### config.mk
export PLATFORM = sky130hd
export DESIGN_NAME = satatrn_txsegment
export DESIGN_NICKNAME = d
export VERILOG_FILES = /design/src/rtl/satatrn_txsegment.sv
export SDC_FILE = /design/constraint.sdc
export NUM_CORES = 1
export LEC_CHECK = 0
export CORE_MARGIN = 5
export CORE_UTILIZATION = 44
export CTS_CLUSTER_DIAMETER = 30
export DETAILED_ROUTE_END_ITERATION = 8
export GPL_TIMING_DRIVEN = 1
export PLACE_DENSITY = 0.82
export SLEW_MARGIN = 20
export SYNTH_ARGS = -nofsm -noshare
export SYNTH_HDL_FRONTEND = slang
export SYNTH_SLANG_ARGS = --single-unit
### constraint.sdc
create_clock -name i_phy_clk -period 2.6 [get_ports i_phy_clk]
set_clock_uncertainty 0.2 [all_clocks]
set_input_delay 0.52 -clock i_phy_clk [delete_from_list [all_inputs] [get_ports i_phy_clk]]
set_output_delay 0.52 -clock i_phy_clk [all_outputs]
set_load 0.03 [all_outputs]
### src/rtl/satatrn_txsegment.sv
// Transport TX sequencer: splits one DMA write into DATA FIS segments, each gated by DMA Activate.
// Optional frame statistics counter enabled by SATA_TXSEG_STATS_EN.
module satatrn_txsegment #(
    parameter int LGMAXFIS = 11,
    parameter int LGLEN    = 16
) (
    input  logic             i_phy_clk,
    input  logic             i_phy_reset_n,
    input  logic             i_start,
    input  logic [LGLEN-1:0] i_len,
    input  logic             i_dma_activate,
    input  logic             i_abort,
    output logic             o_busy,
    output logic             o_done,
    output logic             o_err,
    output logic             o_txgate,
    input  logic             s_valid,
    output logic             s_ready,
    input  logic [31:0]      s_data,
    output logic             m_valid,
    input  logic             m_ready,
    output logic [31:0]      m_data,
    output logic             m_last,
    output logic [15:0]      o_frame_count
);

    typedef enum logic [1:0] {
        IDLE,
        WAIT_ACT,
        SEND
    } state_t;

    localparam logic [LGLEN-1:0]  MAXSEG  = LGLEN'(2 ** LGMAXFIS);
    localparam logic [LGLEN-1:0]  LEN_ONE = 1;
    localparam logic [LGMAXFIS:0] SEG_ONE = 1;

    state_t              state;
    logic [LGLEN-1:0]    remaining;
    logic [LGMAXFIS:0]   seg_left;
    logic                abort_pend;
    logic                beat;
    logic                in_send;

    assign in_send = (state == SEND);
    assign m_valid = in_send && s_valid;
    assign s_ready = in_send && m_ready;
    assign m_data  = s_data;
    assign m_last  = (seg_left == SEG_ONE);
    assign beat    = m_valid && m_ready;

    always_ff @(posedge i_phy_clk or negedge i_phy_reset_n) begin
        if (!i_phy_reset_n) begin
            state      <= IDLE;
            remaining  <= '0;
            seg_left   <= '0;
            abort_pend <= 1'b0;
            o_busy     <= 1'b0;
            o_done     <= 1'b0;
            o_err      <= 1'b0;
            o_txgate   <= 1'b0;
        end else begin
            o_done <= 1'b0;
            o_err  <= 1'b0;
            unique case (state)
                IDLE: begin
                    abort_pend <= 1'b0;
                    if (i_start) begin
                        if (i_len != '0) begin
                            remaining <= i_len;
                            state     <= WAIT_ACT;
                            o_busy    <= 1'b1;
                        end else begin
                            o_err <= 1'b1;
                        end
                    end
                end
                WAIT_ACT: begin
                    // Abort wins over an activate arriving in the same cycle
                    if (i_abort || abort_pend) begin
                        state      <= IDLE;
                        o_busy     <= 1'b0;
                        o_err      <= 1'b1;
                        abort_pend <= 1'b0;
                    end else if (i_dma_activate) begin
                        seg_left <= (remaining > MAXSEG) ? MAXSEG[LGMAXFIS:0]
                                                         : remaining[LGMAXFIS:0];
                        o_txgate <= 1'b1;
                        state    <= SEND;
                    end
                end
                SEND: begin
                    if (i_abort)
                        abort_pend <= 1'b1;
                    if (beat) begin
                        seg_left  <= seg_left - SEG_ONE;
                        remaining <= remaining - LEN_ONE;
                        // A pending abort still lets the frame end on m_last
                        if (m_last) begin
                            o_txgate <= 1'b0;
                            if (abort_pend) begin
                                state      <= IDLE;
                                o_busy     <= 1'b0;
                                o_err      <= 1'b1;
                                abort_pend <= 1'b0;
                            end else if (remaining == LEN_ONE) begin
                                state      <= IDLE;
                                o_busy     <= 1'b0;
                                o_done     <= 1'b1;
                                abort_pend <= 1'b0;
                            end else begin
                                state <= WAIT_ACT;
                            end
                        end
                    end
                end
                default: begin
                    state    <= IDLE;
                    o_busy   <= 1'b0;
                    o_txgate <= 1'b0;
                end
            endcase
        end
    end

`ifdef SATA_TXSEG_STATS_EN
    logic [15:0] frame_count;

    always_ff @(posedge i_phy_clk or negedge i_phy_reset_n) begin
        if (!i_phy_reset_n)
            frame_count <= '0;
        else if (beat && m_last)
            frame_count <= frame_count + 16'd1;
    end

    assign o_frame_count = frame_count;
`else
    assign o_frame_count = 16'h0;
`endif

endmodule

# ---- Word level (Yosys, flattened, before mapping)
# Index checks and enable logic that the tools add are counted.
dict set report classes {
  multipliers 0
  n_bitwise 1
  magnitude_cmp 1
  reduce_logical 15
  addsub 2
  mux 49
  div_mod_pow 0
  eq_ne 13
  n_shift 0
}
# op n
set ops {}
lappend ops {{two-way mux 12 bit} 4}
lappend ops {{two-way mux 16 bit} 3}
lappend ops {{case mux 16 bit (2 select lines)} 1}
lappend ops {{two-way mux 1 bit} 29}
lappend ops {{case mux 12 bit (2 select lines)} 1}
lappend ops {{== test 16 x 1 -> 1 bit (second input constant)} 1}
lappend ops {{greater-than comparator 16 x 12 -> 1 bit (second input constant)} 1}
lappend ops {{nonzero test 16 bit} 1}
lappend ops {{subtractor 16 x 1 -> 16 bit (second input constant)} 1}
lappend ops {{inequality test 2 bit (second input constant)} 7}
lappend ops {{== test 12 x 1 -> 1 bit (second input constant)} 1}
lappend ops {{two-way mux 2 bit} 6}
lappend ops {{case mux 1 bit (3 select lines)} 4}
lappend ops {{subtractor 12 x 1 -> 12 bit (second input constant)} 1}
lappend ops {{AND reduction 5 bit} 2}
lappend ops {{AND reduction 4 bit} 2}
lappend ops {{case mux 2 bit (3 select lines)} 1}
lappend ops {{AND reduction 6 bit} 1}
lappend ops {{nonzero test 2 bit} 2}
lappend ops {{logical AND 1 bit} 3}
lappend ops {{inequality test 3 x 2 -> 1 bit (second input constant)} 1}
lappend ops {{inequality test 3 bit (second input constant)} 1}
lappend ops {{nonzero test 3 bit} 1}
lappend ops {{== test 2 x 1 -> 1 bit (second input constant)} 1}
lappend ops {{other kinds (5)} 5}
dict set report totals {
  romBits 0
  regBits 35
  latch_bits 0
  mem_count 0
  out_inout_bits 55
  mem_bits_rw 0
}

# ---- Longest topological paths before layout
# Gate-level depths: netlist of the first run.
dict set report logic_depth {
  depth_word 6
  ltp_mapped 8
}

# ---- Worst setup path after synthesis of the first run
# OpenSTA, ideal clock, no wires.
dict set report synth_timing {
  path_type {input to register}
  from {in i_len[12]}
  to {reg remaining[4]}
  path_stages 5
  path_buffers 0
  path_slack_ps 454
  t_arrival_ps 1821
  setup_time_ps 125
  cell_sequence {or4_4 -> nor4_4 -> a21o_4 -> a21oi_2 -> mux2_4}
}
dict set report synth_between {
  elab_chain_cells 3
}
# element line_no
set synth_lines {}
lappend synth_lines {{from (decl)} 10} ;# input logic [LGLEN-1:0] i_len,
lappend synth_lines {{nonzero test 16 bit} 68} ;# if (i_len != '0) begin
lappend synth_lines {{inequality test 2 bit (no source line)} n/a}
lappend synth_lines {{AND reduction 4 bit (no source line)} n/a}
lappend synth_lines {{to (signal assigned)} 69} ;# remaining <= i_len;
lappend synth_lines {{to (signal assigned)} 96} ;# remaining <= remaining - LEN_ONE;
lappend synth_lines {{to (decl)} 38} ;# logic [LGLEN-1:0] remaining;
# Every way passes these cells.
# A chain may end at the register's enable or synchronous reset.

# ---- Worst setup path in the final report of the first run
dict set report layout_timing {
  from {reg seg_left[6]}
  to {out m_last}
}
dict set report layout_between {
  elab_chain_cells 1
}
# element line_no
set layout_lines {}
lappend layout_lines {{from (decl)} 39} ;# logic [LGMAXFIS:0] seg_left;
lappend layout_lines {{from (signal assigned)} 85} ;# seg_left <= (remaining > MAXSEG) ? MAXSEG[LGMAXFIS:0]
lappend layout_lines {{from (signal assigned)} 95} ;# seg_left <= seg_left - SEG_ONE;
lappend layout_lines {{== test 12 x 1 -> 1 bit} 48} ;# assign m_last = (seg_left == SEG_ONE);
lappend layout_lines {{to (decl)} 23} ;# output logic m_last,
# Every way passes these cells.

==> results of run 1 <==
## sequential cells by signal, summed over array words and instances, names as in the netlist
| name | flops |
|---|---|
| o_done | 1 |
| o_err | 1 |
| state | 2 |
| seg_left | 12 |
| o_busy | 1 |
| remaining | 16 |
| abort_pend | 1 |
| o_txgate | 1 |
## final cells by class
class	count	area, um2	share of cell area
clock buffer	7	76.3	0.0259
clock inverter	1	5.00	0.00170
timing repair buffer	50	437	0.148
tap	75	93.8	0.0319
inverter	9	33.8	0.0115
multi-input combinational	239	1420	0.483
sequential	35	876	0.297
## metal layers
metal  vias to the layer above  GRT usage  routed length, um
li1                       1167          -                  -
met1                      1219      0.246               2830
met2                       112      0.337               3740
met3                        12     0.0419                506
met4                         0     0.0632                108
met5                         -          0                  0
## cell usage after synthesis, types with 3 or more instances
master and count:
buf_4 49, dfrtp_1 35, a21oi_1 31, o21ai_0 29, nor2_1 25, nand2_1 24, nor3_1 11, nand3_1 10
nor4_1 10, clkbuf_1 9, inv_1 9, or4_1 8, and3_1 6, or3_1 6, ha_1 5, nand4_1 4
o22ai_1 4, a21oi_2 3, a2bb2oi_1 3, nor3b_1 3
## through the flow
stage	util	area [um2]	setup slack (ps)	TNS, ps	total power [mW]
floorplan	-	2750	454	0	1.07
global placement	0.481	2850	62.5	0	1.10
detailed placement	0.481	2850	-32.5	-32.5	1.12
CTS	0.496	2940	90.0	0	1.51
global route	0.497	2940	26.9	0	1.62
finish	0.497	2940	119	0	1.51
## critical path: stages (launching register included)
cell           delay [ps]
dfrtp_1               410
nor4_2                370
and4_1                290
dlygate4sd2_1         410
## power by group through the flow
| stage | Clock [mW] | Sequential, mW | Combinational [mW] |
|---|---|---|---|
| global route | 0.428 | 0.739 | 0.452 |
| global placement | 0 | 0.722 | 0.378 |
| finish | 0.388 | 0.722 | 0.397 |
| CTS | 0.397 | 0.718 | 0.396 |
| floorplan | 0 | 0.698 | 0.371 |
| detailed placement | 0 | 0.728 | 0.391 |
## logic make-up after synthesis
group,after synthesis,synth area share
AND/OR/NAND/NOR,118,0.239
AO/OA/AOI/OAI,98,0.229
buffers and inverters,71,0.173
flip-flops,35,0.325
adder cells (fa/ha/maj),5,0.0232
multiplexers,2,0.00929
other,1,0.00139
## final timing paths
check	from	endpoint	slack, ps	depth (start not counted)
max in group asynchronous	i_phy_reset_n	remaining[5]	1540	1
min reg2reg	o_txgate	o_txgate	360	1
max reg2reg	remaining[1]	remaining[14]	280	7
min	i_phy_reset_n	seg_left[3]	140	1
max	seg_left[6]	m_last	120	3
min in group i_phy_clk	o_txgate	o_txgate	360	1
## timing repair
item / CTS / global route
pin swaps: 0 / 0
gates cloned: 0 / 0
setup endpoints to repair: 1 / 2
resized for setup: 2 / 2
hold buffers: 0 / 0
==> impl_metrics.toml, run 1 <==
[outcome]
status = "finished clean"

[floorplanning]
core_um2 = 5920
fp.dieW_um = 88.2
start_util = 0.455
rows = 28
dieArea_um2 = 7790
dieHeight_um = 88.2
ios = 110

[finish]
instances_no_fill = 416
nFillCells = 581
final_common_cell = "dfrtp_1"
final_cell_mix = "dfrtp_1, a21oi_1, o21ai_0"
num-nets-final = 400
drive_gt1_frac = 0.132
n_antenna_cell = 0
area_growth_pct = 9.29

[clocking]
clk_pin_slew_ps = 70
clkSinkCount = 35
ctsRootBufferMaster = "clkbuf_8"
cts_tree = "yes"
htreeDepth = 2
clkLatencyLatePin_ps = 290
postCtsSetupBuffers = 0
ctsLongestPathBuffers = 2
numCtsBuffers = 5

[power_and_ir_drop]
p_seq_frac = 0.479
p_leak_nw = 1.17
internal_power_uw = 967
power_switching_uw = 540
power_frac_clock = 0.257
power_density_nw_per_um2 = 512
pwr-share-comb = 0.264
switching_share = 0.358
ir_drop_mv = 0.260

[logic_synthesis]
ys_async_sr_fraction = 1.00
ys.flop_type = "dfrtp_1"
synth_area_leaders = "dfrtp_1, buf_4, a21oi_1"
synth_edf_count = 0
synth_warnings = 0
yosysTopAreaCell = "dfrtp_1"
syn_area_per_cell_um2 = 8.16
synthesis.area_um2 = 2690
yosysTopAreaCellShare = 0.325
syn_inst = 330
synth_seq_cells = 35
synthDistinctLibCells = 57
yosysSeqAreaShare = 0.325

[setup_path]
worstSetupStartpointType = "register"
worstPathRequired_ps = 1880
critPathCaptureType = "output port"
critPathKind = "register to output port"
path_max_fanout = 3
arrival_ps = 1760

[placement]
gp_congestion = 0.962
hpwl_mm = 5.40
port_buffers = 29
dp.cells = 408

[global_routing]
grt_pass1_vias = 2446
antenna_found_initial = 0
grt_max_degree = 36
grtUsageTotal = 0.196
grt.overflow.total = 0
grt_pass1_wl_mm = 12.0

[timing]
rsz0062_at_grt = "false"
slew_violations = 0
clock.fmax_ghz = 0.403
period_needed_ps = 2480
worstMarginPinSlew_ps = 839
min_period_over_period = 0.954
hold_violations = 0
relSlewSlack = 0.440
hold_ws_ps = 137
setup_viol = 0

[detailed_routing]
wire_per_inst_um = 17.3
routed_wl_mm = 7.19
drt_iter0_drc = 214
ant_nets = 0
vias = 2510
vias_per_cell = 6.03
drc = 0
firstDrtPassIters = 6

[run]
drv_cap = 0

[worst_hold_path]
min_path_type = "primary input to async pin"
No activity file was read; power rests on OpenSTA's default activity.
==> run 2: changes to the inputs <==
--- a/config.mk
+++ b/config.mk
@@ -5,7 +5,6 @@
 export SDC_FILE = /design/constraint.sdc
 export NUM_CORES = 1
 export LEC_CHECK = 0
-export CORE_MARGIN = 5
 export CORE_UTILIZATION = 44
 export CTS_CLUSTER_DIAMETER = 30
 export DETAILED_ROUTE_END_ITERATION = 8
==> run 2 against run 1 <==
Effect of this change: global-route usage up 3.4 points; design area up 1.0%; critical path depth unchanged; sequential cell count unchanged; routed wire length down 2.7%; largest cell class unchanged; largest power group unchanged.
==> impl_metrics.toml, run 2 (synthesis results as in run 1) <==
[power_and_ir_drop]
switching_share = 0.350
ir_drop_mv = 0.211
power_density_nw_per_um2 = 530
power_switching_uw = 551
p_seq_frac = 0.459
total_power_mw = 1.58
power_frac_clock = 0.284
p_leak_nw = 1.19
internal_power_mw = 1.02
pwr-share-comb = 0.257

[placement]
port_buffers = 29
gp_congestion = 0.886
hpwl_mm = 5.04
placed_cell_area_um2 = 2870

[setup_path]
crit_chain = "nor4_1 > and4_1 > dlygate4sd2_1"
cp_slowest_cell = "dlygate4sd2_1"
path_buf_inv = 1
crit_family = "simple AND/OR/NAND/NOR gates"
arrival_ps = 1820
critPathCaptureType = "output port"
critPathKind = "register to output port"
slowest_delay_ps = 410
path_max_fanout = 2
worstSetupStartpointType = "register"
worstPathRequired_ps = 1880

[detailed_routing]
drc = 0
ant_nets = 0
firstDrtPassIters = 7
wire_per_inst_um = 16.8
drt_iter0_drc = 262
vias_per_cell = 6.18
vias = 2572
routed_wl_mm = 7.00

[timing]
worstMarginPinSlew_ps = 551
fin_tns_setup_ps = 0
hold_violations = 0
relSlewSlack = 0.632
slew_violations = 0
clock.fmax_ghz = 0.394
min_period_over_period = 0.976
rsz0062_at_grt = "false"
period_needed_ps = 2540
setup_viol = 0

[clocking]
ctsLongestPathBuffers = 2
clkSinkCount = 35
ctsRootBufferMaster = "clkbuf_8"
htreeDepth = 2
clk_pin_slew_ps = 70
postCtsSetupBuffers = 0
cts_tree = "yes"
clkLatencyLatePin_ps = 290
numCtsBuffers = 5

[outcome]
status = "finished clean"

[finish]
largest-register = "remaining"
n_antenna_cell = 0
reg_top3 = "remaining x16, seg_left x12, state x2"
num-nets-final = 400
final_cell_area_um2 = 2970
drive_gt1_frac = 0.129
final_cell_mix = "dfrtp_1, a21oi_1, o21ai_0"
area_growth_pct = 10.4
final_common_cell = "dfrtp_1"
largest_reg_flops = 16

[floorplanning]
dieHeight_um = 80.2
ios = 110
core_um2 = 5920
fp.dieW_um = 80.2
rows = 28
dieArea_um2 = 6440
start_util = 0.455

[global_routing]
grt.overflow.total = 0
met3_usage = 0.0443
use_met1 = 0.311
gr-usage-met2 = 0.351
antenna_found_initial = 0
grtUsageTotal = 0.231
grt.busiest_layer = "met2"
grt_max_degree = 36
grt_pass1_wl_mm = 11.4
grt_pass1_vias = 2384

[worst_hold_path]
min_path_type = "register to register"

[run]
drv_cap = 0
run 2: cell count changes in the layout (fill, tap and decap cells not counted), sizes merged:
cell / before / now
buf: 24 / 23
clkbuf: 7 / 8
clkinv: 1 / 0
clkdlybuf4s50: 25 / 26
run 2: area by class of cell:
cell class | instances | area, um2
fillers | 549 | 2950
multi-input cells | 239 | 1420
flip-flops and latches | 35 | 876
repair buffers | 50 | 454
clock buffers | 8 | 100
well taps | 75 | 93.8
inverters | 9 | 33.8
run 2: stage by stage:
step | setup slack [ps] | std cells | hold slack [ps] | utilization
3_5_place_dp | -7.95 | 408 | 347 | 0.484
2_1_floorplan | 454 | 345 | 24.4 | -
6_report | 61.6 | 416 | 369 | 0.502
5_1_grt | 22.3 | 416 | 394 | 0.502
4_1_cts | 68.6 | 416 | 362 | 0.501
3_3_place_gp | 69.1 | 408 | 343 | 0.484
run 2: power groups by stage:
stage | Combinational (mW) | Sequential (mW) | Clock [mW]
after floorplan | 0.371 | 0.698 | 0
after global placement | 0.379 | 0.723 | 0
after detailed placement | 0.396 | 0.726 | 0
after CTS | 0.399 | 0.716 | 0.453
after global routing | 0.452 | 0.733 | 0.476
final | 0.406 | 0.723 | 0.447
run 2: path summary, 6_finish.rpt:
| kind | start | endpoint | slack, ps | cells after the start |
|---|---|---|---|---|
| max | seg_left[11] | m_last | 60 | 3 |
| min | seg_left[10] | seg_left[10] | 370 | 1 |
| max reg2reg | remaining[1] | remaining[14] | 300 | 7 |
| min reg2reg | seg_left[10] | seg_left[10] | 370 | 1 |
| max in group asynchronous | i_phy_reset_n | o_busy | 1410 | 2 |
| min in group asynchronous | i_phy_reset_n | seg_left[3] | 460 | 2 |
run 2: worst reg2reg max path, stage by stage, from the launching register on:
cell	delay (ps)
dfrtp_1	420
inv_1	130
ha_1	210
or3b_1	450
nor2_1	170
nand3_1	120
or4_1	430
nand3_1	110
run 2: metal layers:
metal / routed length (um) / part of all wire
met4: 195 / 0.028
met5: 0 / 0
met1: 2870 / 0.41
met3: 550 / 0.079
met2: 3380 / 0.48
run 2: what timing repair did:
item,CTS,global route
endpoints found under the setup margin,1,2
hold buffers,0,0
gates resized for setup,1,2
==> run 3: changes to the inputs <==
--- a/config.mk
+++ b/config.mk
@@ -5,6 +5,7 @@
 export SDC_FILE = /design/constraint.sdc
 export NUM_CORES = 1
 export LEC_CHECK = 0
+export CORE_ASPECT_RATIO = 2
 export CORE_UTILIZATION = 44
 export CTS_CLUSTER_DIAMETER = 30
 export DETAILED_ROUTE_END_ITERATION = 8
==> run 3 against run 2 <==
Effect of this change: the flow now finishes with violations (design-rule violations); largest power group unchanged; via count down 0.39%; sequential cell count did not move; core utilization fell by 0.11 points; largest cell class unchanged; hold slack worse by 17 ps; clock power up 34%; critical path depth unchanged; routed wire length grew 3.3%; die area up 0.29%; sequential power about the same; global-route usage rose by 0.62 points.
==> impl_metrics.toml, run 3 (synthesis results as in run 1) <==
[floorplanning]
dieHeight_um = 113
dieArea_um2 = 6460
fp.dieW_um = 57.3
start_util = 0.452
ios = 110
core_um2 = 5960
rows = 40

[finish]
largest_reg_flops = 16
final_common_cell = "dfrtp_1"
final_cell_mix = "dfrtp_1, a21oi_1, o21ai_0"
drive_gt1_frac = 0.130
area_growth_pct = 10.8
reg_top3 = "remaining x16, seg_left x12, state x2"
instances_no_fill = 402
n_antenna_cell = 0
largest-register = "remaining"
num-nets-final = 399

[setup_path]
path_buf_inv = 1
cp_slowest_cell = "dfrtp_1"
crit_chain = "nor4_2 > and4_1 > buf_4"
critPathKind = "register to output port"
slowest_delay_ps = 460
path_max_fanout = 8
crit_family = "simple AND/OR/NAND/NOR gates"
arrival_ps = 1770
worstSetupStartpointType = "register"
critPathCaptureType = "output port"
worstPathRequired_ps = 1880

[detailed_routing]
vias_per_cell = 6.37
drt_iter0_drc = 155
firstDrtPassIters = 7
drc = 9
routed_wl_mm = 7.23
vias = 2562
wire_per_inst_um = 18.0
ant_nets = 0

[clocking]
ctsLongestPathBuffers = 2
postCtsSetupBuffers = 0
cts_tree = "yes"
clkLatencyLatePin_ps = 290
numCtsBuffers = 5
cts-hold-fix-buffers = 0
ctsRootBufferMaster = "clkbuf_16"
clkSinkCount = 35
clk_pin_slew_ps = 50
htreeDepth = 2

[global_routing]
grt.overflow.total = 0
grt_max_degree = 36
grt_pass1_wl_mm = 11.5
grtUsageTotal = 0.237
antenna_found_initial = 0
grt_pass1_vias = 2440

[timing]
rsz0062_at_grt = "false"
slew_violations = 0
worstMarginPinSlew_ps = 811
fin_ws_ps = 113
relSlewSlack = 0.457
fin_tns_setup_ps = 0
setup_viol = 0
period_needed_ps = 2490
hold_violations = 0
clock.fmax_ghz = 0.402
min_period_over_period = 0.956

[outcome]
violations = "design-rule violations"
status = "finished with violations"

[power_and_ir_drop]
total_power_mw = 1.71
ir_drop_mv = 0.428
power_density_nw_per_um2 = 574
p_leak_nw = 1.20

[worst_hold_path]
min_path_type = "register to register"

[placement]
pre_cts_ws_ps = 16.0
port_buffers = 29
hpwl_mm = 5.36
dp.cells = 395
gp_congestion = 0.977

[run]
drv_cap = 0
## run 3: cell types whose count changed in the layout (fill, tap and decap cells not counted), sizes merged
cell	before	now
dlygate4sd2	1	0
clkinv	0	1
clkbuf	8	6
## run 3: timing repair
item	in CTS	in global routing
endpoints found under the setup margin	1	1
pin swaps	0	0
gates cloned	0	0
gates resized for setup	1	1
## run 3: worst paths after layout
check	from	endpoint	slack, ps	depth (start not counted)
setup / recovery	seg_left[7]	m_last	110	3
hold / removal	o_txgate	o_txgate	350	1
setup reg to reg	state[1]	seg_left[11]	190	5
hold reg to reg	o_txgate	o_txgate	350	1
max in group asynchronous	i_phy_reset_n	remaining[14]	1400	2
min in group asynchronous	i_phy_reset_n	o_err	460	2
## run 3: metrics by stage
stage	hold slack (ps)	utilization	instance area, um2
3_3_place_gp	331	0.475	2830
5_1_grt	368	0.501	2990
2_1_floorplan	24.4	-	2750
6_report	351	0.501	2990
3_5_place_dp	337	0.475	2830
4_1_cts	351	0.500	2980
## run 3: layer usage
metal	up-vias	GRT usage	part of all wire
met4	0	0.189	0.073
li1	1169	-	-
met3	51	0.0426	0.058
met2	137	0.420	0.54
met5	-	0	0
met1	1205	0.231	0.33
## run 3: area by class of cell
type                    instances  area (um2)
repair buffers                 49         433
fillers                       573        2970
inverters                       9        33.8
clock inverters                 1        5.00
multi-input cells             239        1420
clock buffers                   6         139
well taps                      63        78.8
flip-flops and latches         35         876
## run 3: power breakdown
group | internal [mW] | switching (mW) | total, mW
Sequential | 0.615 | 0.108 | 0.723
Clock | 0.374 | 0.226 | 0.599
Combinational | 0.164 | 0.228 | 0.392
## run 3: worst reg2reg max path, cell delays in order, from the launching register on
cell	delay (ps)
dfrtp_1	700
nor2b_1	180
and3_1	220
nor2_1	620
o21ai_0	210
a21bo_2	220
